$ cat src/rtl/simon_sched.sv
// Sequencing controller for the SIMON key expander and a single-round datapath.
// Define SIMON_SCHED_KCACHE_EN to skip re-expansion when the same key and mode are resubmitted.
module simon_sched #(
  parameter int unsigned ROUNDS_64  = 44,
  parameter int unsigned ROUNDS_128 = 68,
  parameter int unsigned IDX_WIDTH  = 7
) (
  input  logic                 ck,
  input  logic                 nrst,
  input  logic                 mode,
  input  logic                 key_valid,
  output logic                 key_ready,
  input  logic                 blk_valid,
  output logic                 blk_ready,
  output logic                 out_valid,
  input  logic                 out_ready,
  output logic                 kx_nrst,
  output logic                 kx_valid,
  input  logic                 kx_ready,
  input  logic                 kx_done,
  output logic                 kx_mode,
`ifdef SIMON_SCHED_KCACHE_EN
  input  logic [127:0]         key_in,
`endif
  output logic                 rnd_load,
  output logic                 rnd_step,
  output logic [IDX_WIDTH-1:0] rnd_idx,
  output logic [31:0]          blk_count
);

  typedef enum logic [2:0] {
    StIdle, StKrst, StKload, StKwait, StReady, StRun, StOut
  } state_e;

  state_e                state_q, state_d;
  logic                  kx_mode_q, kx_mode_d;
  logic [IDX_WIDTH-1:0]  idx_q, idx_d;
  logic [31:0]           count_q, count_d;
  logic [IDX_WIDTH-1:0]  last_idx;
  logic                  cache_hit;

`ifdef SIMON_SCHED_KCACHE_EN
  logic [127:0] cache_key_q, cache_key_d;
  logic         cache_mode_q, cache_mode_d;
  logic         cache_vld_q, cache_vld_d;

  assign cache_hit = cache_vld_q && (cache_key_q == key_in) && (cache_mode_q == mode);
`else
  assign cache_hit = 1'b0;
`endif

  assign last_idx = kx_mode_q ? IDX_WIDTH'(ROUNDS_128 - 1) : IDX_WIDTH'(ROUNDS_64 - 1);

  always_comb begin
    state_d   = state_q;
    kx_mode_d = kx_mode_q;
    idx_d     = idx_q;
    count_d   = count_q;
`ifdef SIMON_SCHED_KCACHE_EN
    cache_key_d  = cache_key_q;
    cache_mode_d = cache_mode_q;
    cache_vld_d  = cache_vld_q;
`endif
    case (state_q)
      StIdle: begin
        if (key_valid) begin
          kx_mode_d = mode;
          state_d   = StKrst;
        end
      end
      StKrst: state_d = StKload;
      StKload: begin
        if (kx_ready) begin
          state_d = StKwait;
`ifdef SIMON_SCHED_KCACHE_EN
          // Host still holds the key bus stable until this handshake.
          cache_key_d  = key_in;
          cache_mode_d = kx_mode_q;
          cache_vld_d  = 1'b1;
`endif
        end
      end
      StKwait: begin
        if (kx_done) state_d = StReady;
      end
      StReady: begin
        if (key_valid) begin
          if (!cache_hit) begin
            kx_mode_d = mode;
            state_d   = StKrst;
          end
        end else if (blk_valid) begin
          idx_d   = '0;
          state_d = StRun;
        end
      end
      StRun: begin
        if (idx_q == last_idx) state_d = StOut;
        else                   idx_d   = idx_q + 1'b1;
      end
      StOut: begin
        if (out_ready) begin
          count_d = count_q + 32'd1;
          state_d = StReady;
        end
      end
      default: state_d = StIdle;
    endcase
  end

  always_ff @(posedge ck) begin
    if (!nrst) begin
      state_q   <= StIdle;
      kx_mode_q <= 1'b0;
      idx_q     <= '0;
      count_q   <= '0;
`ifdef SIMON_SCHED_KCACHE_EN
      cache_key_q  <= '0;
      cache_mode_q <= 1'b0;
      cache_vld_q  <= 1'b0;
`endif
    end else begin
      state_q   <= state_d;
      kx_mode_q <= kx_mode_d;
      idx_q     <= idx_d;
      count_q   <= count_d;
`ifdef SIMON_SCHED_KCACHE_EN
      cache_key_q  <= cache_key_d;
      cache_mode_q <= cache_mode_d;
      cache_vld_q  <= cache_vld_d;
`endif
    end
  end

  assign key_ready = (state_q == StIdle) || (state_q == StReady);
  assign blk_ready = (state_q == StReady) && !key_valid;
  assign out_valid = (state_q == StOut);
  assign kx_nrst   = nrst && (state_q != StKrst);
  assign kx_valid  = (state_q == StKload);
  assign kx_mode   = kx_mode_q;
  assign rnd_load  = blk_ready && blk_valid;
  assign rnd_step  = (state_q == StRun);
  assign rnd_idx   = idx_q;
  assign blk_count = count_q;

endmodule

$ cat config.mk
export PLATFORM = sky130hd
export DESIGN_NAME = simon_sched
export DESIGN_NICKNAME = d
export VERILOG_FILES = /design/src/rtl/simon_sched.sv
export SDC_FILE = /design/constraint.sdc
export NUM_CORES = 1
export LEC_CHECK = 0
export BUFFER_PORTS_ARGS = -buffer_cell sky130_fd_sc_hd__buf_2
export CAP_MARGIN = 20
export CELL_PAD_IN_SITES_DETAIL_PLACEMENT = 1
export CELL_PAD_IN_SITES_GLOBAL_PLACEMENT = 2
export CORE_AREA = 2 2 98 77
export CTS_CLUSTER_DIAMETER = 50
export DETAILED_ROUTE_END_ITERATION = 8
export DIE_AREA = 0 0 100 79
export GPL_TIMING_DRIVEN = 0
export PLACE_DENSITY_LB_ADDON = 0.2
export SLEW_MARGIN = 30
export SYNTH_ARGS = -nofsm -noshare
export SYNTH_HDL_FRONTEND = slang
export SYNTH_SLANG_ARGS = --single-unit
$ cat constraint.sdc
create_clock -name ck -period 4.3 [get_ports ck]
set_input_delay 0.43 -clock ck [delete_from_list [all_inputs] [get_ports ck]]
set_output_delay 0.43 -clock ck [all_outputs]
set_load 0.1 [all_outputs]
==> impl_table.tex <==
\begin{tabular}{lr}
\hline
Metric & Value \\
\hline
\multicolumn{2}{l}{\textbf{STA}} \\
Transition time at the pin with the least slew margin & 0.6355 ns \\
Final period demand of the worst path & 2.892 ns \\
Final worst path period share & 0.6726 \\
Slew Limit Fails & 0 \\
Endpoints failing hold & 0 \\
Worst Skew & 0.01213 ns \\
Headroom to the max-slew limit & 0.5745 \\
Setup Total Neg Slack & 0 ns \\
Max frequency & 0.3458 GHz \\
Unrepaired setup endpoints after global routing & false \\
Total setup violations reported at the end of the flow & 0 \\
\multicolumn{2}{l}{\textbf{Clock tree}} \\
Worst-Skew Late Latency & 0.30 ns \\
Postcts setup bufs & 0 \\
Number of CTS-inserted buffers & 5 \\
Root Buffer & sky130\_fd\_sc\_hd\_\_clkbuf\_8 \\
Number of H-tree levels & 2 \\
Hold buffers post-CTS & 0 \\
Clock tree from TritonCTS & yes \\
Cts repair resizes & 0 \\
Clock sink count & 43 \\
Clock Pin Slew Worst Setup and Hold Paths & 0.08 ns \\
Max Buffers Root-to-Sink & 2 \\
\multicolumn{2}{l}{\textbf{Logic synthesis}} \\
Number of synthesized flops with an enable pin & 0 \\
Cell variety after synth & 37 \\
Share of synthesized registers carrying an async set or reset & 0 \\
Most instantiated flip-flop cell in the synthesis netlist & sky130\_fd\_sc\_hd\_\_dfxtp\_1 \\
Synth warn & 0 \\
Sequential share of the synthesized area & 0.3870 \\
Post-synthesis instance area & 0.002225 mm² \\
Synthesized Nets & 283 \\
Cells after synthesis & 273 \\
Register bit count reported by yosys & 43 \\
Mean instance size in the synthesized netlist & 8.149 µm² \\
\multicolumn{2}{l}{\textbf{Critical path}} \\
Data required time of the critical path & 3.87 ns \\
Type of the worst setup path & flop to output port \\
CP arrival & 2.46 ns \\
FF-to-FF setup slack & 1.99 ns \\
Worst-case reg-to-reg path depth & 7 \\
Worst-path maximum fanout & 10 \\
Capture point of the worst reg-to-reg path & blk\_count[14] \\
Kind of end point of the critical path & output port \\
Critical Path Start Type & flop \\
Startpoint of the worst register-to-register path & blk\_count[3] \\
\multicolumn{2}{l}{\textbf{Pwr}} \\
Portion of total power attributed to the clock network & 0.356 \\
Part of the total power dissipated in combinational logic & 0.102 \\
Int Pwr & 528.3 µW \\
Switching pwr & 217.1 µW \\
Power Dens Cells & 276.7 mW/mm² \\
Switching share of power & 0.2913 \\
Worst supply voltage drop on vdd & 0.1085 mV \\
Static Leakage & 0.9968 nW \\
Sequential share of power & 0.542 \\
\multicolumn{2}{l}{\textbf{Layout}} \\
P\&R area growth vs syn & 21.09\% \\
Layout Cell Area excl Fill & 0.002694 mm² \\
Final-layout fill cell count & 902 \\
Fraction of the core area covered by cells at the end of the flow & 0.3834 \\
Share of layout cells above drive strength 1 & 0.1970 \\
FF+latch area & 860.8 µm² \\
Multi-input gate area in the final layout & 0.001261 mm² \\
Number of nets in the layout & 344 \\
Count of inserted antenna diode cells & 0 \\
\multicolumn{2}{l}{\textbf{Floorplan}} \\
Placeable core region & 0.007027 mm² \\
Chip width & 100 µm \\
Placement Rows & 27 \\
Die Height & 79 µm \\
Full die area & 0.007900 mm² \\
Top-level port count & 55 \\
Initial core utilization & 0.3166 \\
\multicolumn{2}{l}{\textbf{Min path}} \\
Worst min-delay path startpoint & mode \\
Cells on Worst Hold Path & 3 \\
Destination of the worst hold path & kx\_mode \\
Worst min path class & primary input to flop \\
\multicolumn{2}{l}{\textbf{Detailed routing}} \\
DRC Markers & 0 \\
Total number of vias & 2344 \\
Starting DRC count in detailed routing & 69 \\
Via/cell ratio & 5.555 \\
DRT Pass-1 Iters & 4 \\
DR WL/cell & 16.36 µm \\
Number of nets with antenna violations after detailed routing & 0 \\
Final WL & 6904 µm \\
\multicolumn{2}{l}{\textbf{GRT}} \\
Antenna violations before repair & 0 \\
GRT met1 Usage & 0.2636 \\
Tot GR Track Use & 0.1789 \\
Global-route wire length before repair & 11480 µm \\
Global-route congestion overflow total & 0 \\
Largest net degree at the start of global routing & 14 \\
Fraction of met2 tracks used by global routing & 0.2696 \\
Via count of the first global-routing pass & 2288 \\
Met3 Use GR & 0.03697 \\
Busiest layer in global routing & met2 \\
\multicolumn{2}{l}{\textbf{Placement}} \\
Count of port buffers added during placement & 54 \\
HPWL after DPL & 5052 µm \\
Cell area after placement & 0.002610 mm² \\
RePlAce Congestion & 0.7604 \\
\multicolumn{2}{l}{\textbf{Run}} \\
Number of maximum-capacitance violations & 0 \\
\multicolumn{2}{l}{\textbf{Outcome}} \\
Result of the run & completed \\
\hline
\end{tabular}
power by group through the flow:
| stage | Combinational (mW) | Sequential [mW] | Clock, mW |
|---|---|---|---|
| global placement | 0.0756 | 0.413 | 0 |
| CTS | 0.0764 | 0.404 | 0.271 |
| detailed placement | 0.0763 | 0.414 | 0 |
| finish | 0.0760 | 0.404 | 0.265 |
| global route | 0.0810 | 0.405 | 0.286 |
| floorplan | 0.0531 | 0.418 | 0 |
sequential cells by signal, indices dropped and copies added, names as in the netlist:
register and count:
blk_count 32, rnd_idx 7, state_q 3, kx_mode 1
worst max path at each step:
| stage | from | to | depth (start not counted) |
|---|---|---|---|
| final | state_q[2] | rnd_step | 5 |
| after global routing | state_q[2] | rnd_step | 5 |
| after CTS | state_q[2] | rnd_step | 5 |
| after detailed placement | state_q[2] | rnd_step | 5 |
| after global placement | state_q[2] | rnd_step | 5 |
| after floorplan | state_q[0] | rnd_idx[1] | 5 |
synth_stat cells (6+ instances only):
master,count,area share
sky130_fd_sc_hd__a211oi_1,6,0.020
sky130_fd_sc_hd__nand3_1,20,0.045
sky130_fd_sc_hd__nand2_1,18,0.030
sky130_fd_sc_hd__o31ai_1,17,0.057
sky130_fd_sc_hd__nor2_1,17,0.029
sky130_fd_sc_hd__nand4_1,7,0.020
sky130_fd_sc_hd__clkbuf_1,12,0.020
sky130_fd_sc_hd__xnor2_1,7,0.028
sky130_fd_sc_hd__and3_1,7,0.020
sky130_fd_sc_hd__a21oi_1,31,0.070
sky130_fd_sc_hd__o21ai_0,7,0.016
sky130_fd_sc_hd__or4_1,21,0.071
sky130_fd_sc_hd__inv_1,12,0.020
sky130_fd_sc_hd__dfxtp_1,43,0.39
routing by layer:
layer	wire, µm	vias to the layer above
li1	-	1161
met1	3633	1133
met2	2922	45
met3	307	5
met4	40	0
met5	0	-
cells by family after synthesis:
kind of cell / share of synthesized area
muxes: 0.008999
buffers and inverters: 0.04892
AOI/OAI and AO/OA: 0.2002
adders and majority gates: 0.01125
DFF: 0.3870
and+or+nand+nor: 0.3003
xor gates and xnor gates: 0.04331
layout make-up:
| type | instances | share of cell area |
|---|---|---|
| Multi-Input combinational cell | 202 | 0.4682 |
| Inverter | 12 | 0.01672 |
| Timing Repair Buffer | 54 | 0.1003 |
| Clock buffer | 5 | 0.02555 |
| Clock inverter | 3 | 0.005574 |
| Tap cell | 87 | 0.04041 |
| Sequential cell | 43 | 0.3196 |
| Buffer | 16 | 0.02369 |
cells in the final DEF (no fill, tap or decap), drive strengths merged, types with 6 or more instances in the layout:
master / Yosys / final
nand2: 18 / 18
nand4: 7 / 7
or4: 21 / 21
buf: 4 / 58
nor2: 17 / 17
o21ai: 7 / 7
o31ai: 17 / 17
inv: 12 / 12
and3: 7 / 7
nand3: 20 / 20
dfxtp: 43 / 43
clkbuf: 12 / 17
a21oi: 31 / 31
a211oi: 6 / 6
xnor2: 7 / 7
per-stage QoR:
stage | instances | setup slack, ns | hold slack [ns] | total power [mW]
global route | 422 | 1.205 | 0.4105 | 0.7727
floorplan | 273 | 0.5764 | 0.5478 | 0.4715
finish | 422 | 1.408 | 0.3991 | 0.7454
CTS | 422 | 1.418 | 0.4002 | 0.7521
detailed placement | 414 | 1.771 | 0.4832 | 0.4898
global placement | 414 | 1.784 | 0.4700 | 0.4891
worst max-delay path: stages (launching register included):
cell	delay [ns]
sky130_fd_sc_hd__dfxtp_1	0.40
sky130_fd_sc_hd__buf_1	0.37
sky130_fd_sc_hd__nand3b_1	0.29
sky130_fd_sc_hd__inv_1	0.17
sky130_fd_sc_hd__clkbuf_1	0.41
sky130_fd_sc_hd__buf_2	0.52
(Power assumes the default switching activity.)
